[src/rtl/cpu_clock_ctrl.sv]
// cpu_clock_ctrl: turns the prescaler's slow square wave, or a debounced
// step push-button, into a one-cycle cpu_tick enable in the clock_in domain.
// The controller runs free (AUTO), single-steps (MANUAL) or stops on the
// core's request (HALT).
//
// state  | meaning
// -------+---------------------------------------------------------------
// MANUAL | one tick per debounced rising edge of step_button
// AUTO   | one tick per synchronized rising edge of slow_clock
// HALT   | no ticks; a step press with halt_req low leaves, without a tick

// Debouncer: the synchronized input must differ from the accepted level for
// DEBOUNCE_CYCLES consecutive edges before the new level is taken.
module cpu_clock_ctrl_debounce #(
  parameter int DEBOUNCE_CYCLES = 1000000
) (
  input  logic clock_in,
  input  logic reset_n,
  input  logic din,
  output logic level
);

  localparam int CW = $clog2(DEBOUNCE_CYCLES);
  localparam logic [CW-1:0] CNT_MAX = CW'(DEBOUNCE_CYCLES - 1);

  logic [CW-1:0] cnt_q, cnt_d;
  logic          level_q, level_d;

  // Count while the input disagrees; clear on agreement or on acceptance.
  always_comb begin
    cnt_d   = '0;
    level_d = level_q;
    if (din != level_q) begin
      if (cnt_q == CNT_MAX) begin
        level_d = din;
      end else begin
        cnt_d = cnt_q + CW'(1);
      end
    end
  end

  // Counter and accepted level registers.
  always_ff @(posedge clock_in or negedge reset_n) begin
    if (!reset_n) begin
      cnt_q   <= '0;
      level_q <= 1'b0;
    end else begin
      cnt_q   <= cnt_d;
      level_q <= level_d;
    end
  end

  assign level = level_q;

endmodule

module cpu_clock_ctrl #(
  parameter int DEBOUNCE_CYCLES = 1000000,
  parameter int SYNC_STAGES     = 2
) (
  input  logic clock_in,
  input  logic reset_n,
  input  logic slow_clock,
  input  logic step_button,
  input  logic mode_switch,
  input  logic halt_req,
  output logic cpu_tick,
  output logic mode_auto,
  output logic halted
);

  typedef enum logic [1:0] {
    ST_MANUAL = 2'd0,
    ST_AUTO   = 2'd1,
    ST_HALT   = 2'd2
  } state_t;

  logic [SYNC_STAGES-1:0] slow_sync_q, slow_sync_d;
  logic [SYNC_STAGES-1:0] step_sync_q, step_sync_d;
  logic [SYNC_STAGES-1:0] mode_sync_q, mode_sync_d;

  logic slow_prev_q, slow_prev_d;
  logic step_prev_q, step_prev_d;

  logic step_level;
  logic mode_level;
  logic auto_evt;
  logic step_evt;

  state_t state_q, state_d;
  logic   tick_q, tick_d;
  logic   mode_auto_q, mode_auto_d;
  logic   halted_q, halted_d;

  // Shift the three asynchronous inputs into their synchronizer chains.
  always_comb begin
    slow_sync_d = {slow_sync_q[SYNC_STAGES-2:0], slow_clock};
    step_sync_d = {step_sync_q[SYNC_STAGES-2:0], step_button};
    mode_sync_d = {mode_sync_q[SYNC_STAGES-2:0], mode_switch};
  end

  // Synchronizer registers.
  always_ff @(posedge clock_in or negedge reset_n) begin
    if (!reset_n) begin
      slow_sync_q <= '0;
      step_sync_q <= '0;
      mode_sync_q <= '0;
    end else begin
      slow_sync_q <= slow_sync_d;
      step_sync_q <= step_sync_d;
      mode_sync_q <= mode_sync_d;
    end
  end

  cpu_clock_ctrl_debounce #(
    .DEBOUNCE_CYCLES(DEBOUNCE_CYCLES)
  ) u_step_db (
    .clock_in(clock_in),
    .reset_n (reset_n),
    .din     (step_sync_q[SYNC_STAGES-1]),
    .level   (step_level)
  );

  cpu_clock_ctrl_debounce #(
    .DEBOUNCE_CYCLES(DEBOUNCE_CYCLES)
  ) u_mode_db (
    .clock_in(clock_in),
    .reset_n (reset_n),
    .din     (mode_sync_q[SYNC_STAGES-1]),
    .level   (mode_level)
  );

  // Rising-edge detection on the synced slow clock and debounced button.
  always_comb begin
    slow_prev_d = slow_sync_q[SYNC_STAGES-1];
    step_prev_d = step_level;
    auto_evt    = slow_sync_q[SYNC_STAGES-1] & ~slow_prev_q;
    step_evt    = step_level & ~step_prev_q;
  end

  // Edge-detect history registers.
  always_ff @(posedge clock_in or negedge reset_n) begin
    if (!reset_n) begin
      slow_prev_q <= 1'b0;
      step_prev_q <= 1'b0;
    end else begin
      slow_prev_q <= slow_prev_d;
      step_prev_q <= step_prev_d;
    end
  end

  // Next state, tick and LED decodes. The tick looks at the current state,
  // so an event coinciding with a mode change is judged by the old mode.
  always_comb begin
    state_d = state_q;
    tick_d  = 1'b0;
    if (halt_req) begin
      state_d = ST_HALT;
    end else begin
      unique case (state_q)
        ST_MANUAL: begin
          tick_d = step_evt;
          if (mode_level) state_d = ST_AUTO;
        end
        ST_AUTO: begin
          tick_d = auto_evt;
          if (!mode_level) state_d = ST_MANUAL;
        end
        ST_HALT: begin
          if (step_evt) state_d = mode_level ? ST_AUTO : ST_MANUAL;
        end
        default: state_d = ST_MANUAL;
      endcase
    end
    mode_auto_d = (state_d == ST_AUTO);
    halted_d    = (state_d == ST_HALT);
  end

  // State, tick and LED registers; the LEDs track the state register exactly.
  always_ff @(posedge clock_in or negedge reset_n) begin
    if (!reset_n) begin
      state_q     <= ST_MANUAL;
      tick_q      <= 1'b0;
      mode_auto_q <= 1'b0;
      halted_q    <= 1'b0;
    end else begin
      state_q     <= state_d;
      tick_q      <= tick_d;
      mode_auto_q <= mode_auto_d;
      halted_q    <= halted_d;
    end
  end

  assign cpu_tick  = tick_q;
  assign mode_auto = mode_auto_q;
  assign halted    = halted_q;

endmodule

[config.mk]
export PLATFORM = sky130hd
export DESIGN_NAME = cpu_clock_ctrl
export DESIGN_NICKNAME = d
export VERILOG_FILES = /design/src/rtl/cpu_clock_ctrl.sv
export SDC_FILE = /design/constraint.sdc
export NUM_CORES = 1
export LEC_CHECK = 0
export ABC_AREA = 1
export ABC_CLOCK_PERIOD_IN_PS = 1300
export BUFFER_PORTS_ARGS = -buffer_cell sky130_fd_sc_hd__buf_2
export CORE_MARGIN = 2
export CORE_UTILIZATION = 55
export CTS_CLUSTER_SIZE = 30
export DETAILED_ROUTE_END_ITERATION = 16
export GPL_ROUTABILITY_DRIVEN = 1
export PLACE_DENSITY = 0.83
export SLEW_MARGIN = 5
export SYNTH_ARGS = -nofsm -noshare
export SYNTH_HDL_FRONTEND = slang
export SYNTH_SLANG_ARGS = --single-unit
[constraint.sdc]
create_clock -name clock_in -period 1.3 [get_ports clock_in]
set_input_delay 0.13 -clock clock_in [delete_from_list [all_inputs] [get_ports clock_in]]
set_output_delay 0.13 -clock clock_in [all_outputs]
set_load 0.005 [all_outputs]
==> flow_summary.toml <==
[run_status]
status = "finished with violations"
violations = "negative setup slack"

[sta]
fin_skew_ps = 15.40
setup_slack_ps = -70.52
fin_setup_tns_ps = -632.6
rsz0062_at_grt = "yes"
max_slew_margin_pct = 80.55
drv_slew = 0
setup_viol = 18
final.period_utilization_pct = 105.4
worstMarginPinSlew_ps = 291.8
timing.fmax_ghz = 0.7297
fin_crit_ps = 1371
holdWs_ps = 315.2
hold_violations = 0

[route]
met2_length_um = 3874
ant_nets = 0
first_iter_violations = 217
top_layer = "met4"
drc = 0
met1_length_um = 2655
wirelength_um = 7119
num_vias = 2521
post_drt_wl_per_cell_um = 15.54
vias_per_cell = 5.504
dr.pass1.iters = 5
met3_length_um = 322

[worst_setup_path]
cp-start-kind = "flop"
setup.worst_path.end_class = "flop"
setup.worst_path.end = "u_mode_db.cnt_q[14]$_DFF_PN0_"
reg2reg_from = "u_mode_db.cnt_q[1]$_DFF_PN0_"
critPathTopFamily = "simple AND/OR/NAND/NOR gates"
cp.arrival_ps = 1570
r2r_cells = 7
path_buf_inv = 1
reg2reg_to = "u_mode_db.cnt_q[14]$_DFF_PN0_"
startpoint = "u_mode_db.cnt_q[1]$_DFF_PN0_"
critPathKind = "flop to flop"
rrSetupSlack_ps = -70
worst_ep_required_time_ps = 1500
cp.depth = 7
cp_cell_sequence = "ha_4 -> nand3_4 -> nor2_4 -> buf_4 -> nand4_1 -> nand3_1 -> nor2_1"
critPathMaxStageDelay_ps = 410
worstPathMaxFanout = 3
critPathSlowestCell = "dfrtp_1"

[clocking]
cts_root_buffer = "clkbuf_8"
path_clk_slew_ps = 110
h-tree-depth = 2
clkSinkCount = 55
cts_tree = "done"
worstSkewPairLatency_ps = 320
numCtsBuffers = 5
clk_path_buf_depth = 2

[cells_and_area]
antenna_cells = 0
nets = 398
register_area_sq_mm = 0.001384
fill_cells = 320
syn2layout_area_growth_pct = 33.48
multi_input_comb_area_sq_mm = 0.001543
drive_gt1_share_pct = 38.36
fin_cells = 458

[logic_synthesis]
synthCells = 328
yosys.cell_count.top_type = "nor2_1"
ys_ff_latch = 55
ys_top_cells_by_count = "80 x nor2_1, 55 x dfrtp_1, 49 x nand2_1"
ys_seq_area_share_pct = 49.98
synthesis.nets = 336
synth.distinct_cells = 28
synth_edf_count = 0
synth.area.top_cells = "dfrtp_1 50%, nor2_1 11%, nand2_1 6.7%"
synthFlopType = "dfrtp_1"
yosysWarnings = 0
synth_top_area_cell = "dfrtp_1"
yosysTopAreaCellShare_pct = 49.98
syn_area_sq_mm = 0.002754
ys_async_sr_fraction_pct = 100.0
syn_area_per_cell_sq_um = 8.396

[run]
maxCapViolCount = 0

[floorplanning]
start_util_pct = 57.54
row_count = 25
die_h_um = 74.76
pin_count = 9
core_sq_mm = 0.004786
die_w_um = 74.76
die_area_sq_mm = 0.005589

[placement]
dp_hpwl_um = 4378
pre_cts_ws_ps = -65.08
dp_cells = 427
place_congestion = 0.8890
io_buffers = 8

[pwr]
powerDensity_mw_per_mm2 = 803.4
ir_drop_v = 0.0007408
leakage_nw = 1.565

[min_path]
min_path_type = "input port to asynchronous set/reset pin"

[global_route]
gr-usage-all-layers_pct = 24.46
antenna_found_initial = 0
grt.overflow.total = 0
grt_pass1_wl_um = 10380
grt_pass1_vias = 2422
grt_start_max_net_pins = 56
## cells in the final DEF (no fill, tap or decap), drive strengths merged, types with 2 or more instances in the layout
master / count
nor3: 5
dlygate4sd3: 5
buf: 53
o21ai: 6
nand4: 6
inv: 31
nand3: 34
nor2: 92
clkbuf: 5
nand2: 58
dfrtp: 55
ha: 2
xor2: 15
a21oi: 9
xnor2: 6
## cells by family (layout without fill, tap and decap cells)
family / Yosys count / count (layout) / synth area share, %
AOI/OAI and AO/OA: 17 / 17 / 3.226
xor gates and xnor gates: 21 / 21 / 7.224
adders and majority gates: 2 / 2 / 0.9085
buffers and inverters: 33 / 96 / 4.634
DFF: 55 / 55 / 49.98
and+or+nand+nor: 200 / 200 / 34.03
## worst min path at each step
stage	from	endpoint	slack [ps]
2_1_floorplan	reset_n	cpu_tick$_DFF_PN0_	-170
3_3_place_gp	reset_n	u_step_db.cnt_q[10]$_DFF_PN0_	150
3_5_place_dp	reset_n	u_step_db.cnt_q[10]$_DFF_PN0_	150
4_1_cts	reset_n	u_step_db.cnt_q[10]$_DFF_PN0_	340
5_1_grt	reset_n	u_step_db.cnt_q[10]$_DFF_PN0_	360
6_report	reset_n	u_step_db.cnt_q[7]$_DFF_PN0_	320
## registers in the layout (all words and copies together) (netlist names)
| signal | flops |
|---|---|
| cpu_tick | 1 |
| halted | 1 |
| mode_auto | 1 |
| mode_sync_q | 2 |
| slow_prev_q | 1 |
| slow_sync_q | 2 |
| state_q | 2 |
| step_prev_q | 1 |
| step_sync_q | 2 |
| u_mode_db.cnt_q | 20 |
| u_mode_db.level | 1 |
| u_step_db.cnt_q | 20 |
| u_step_db.level | 1 |
## what timing repair did
item                       4_1_cts  5_1_grt
hold endpoints to repair        59        0
buffers inserted                 9        9
setup endpoints to repair       27       35
pin swaps                        6       17
hold buffers                     5        0
gates resized for setup         19       63
## power breakdown
part           leakage [nW]  switching (mW)  internal, mW
Clock                0.0463           0.602         0.397
Sequential            0.727          0.0272          1.74
Combinational         0.792           0.104        0.0875
## final cells by class
type / count / area share, %
Timing Repair Buffer: 58 / 12.42
Clock inverter: 3 / 0.7488
Multi-Input combinational cell: 240 / 41.97
Inverter: 30 / 3.063
Clock buffer: 5 / 1.872
Tap cell: 67 / 2.280
Sequential cell: 55 / 37.64
## stage by stage
step                cell area (sq um)  power, mW  util [%]
floorplan                        2754      1.837         -
global placement                 3090      1.918     64.58
detailed placement               3090      1.925     64.58
CTS                              3385      2.933     70.72
global route                     3676      3.058     76.81
finish                           3676      2.953     76.81
## routing by layer
layer	vias to the layer above	track usage (%)
met5	-	0
met4	0	9.722
met3	36	4.552
met2	108	45.33
met1	1216	27.70
li1	1161	-
## worst register-to-register path, stage by stage (launching register included)
cell     delay (ps)
dfrtp_1         410
ha_4            190
nand3_4         100
nor2_4          140
buf_4           150
nand4_1          90
nand3_1         120
nor2_1           60
(Power assumes the default switching activity.)
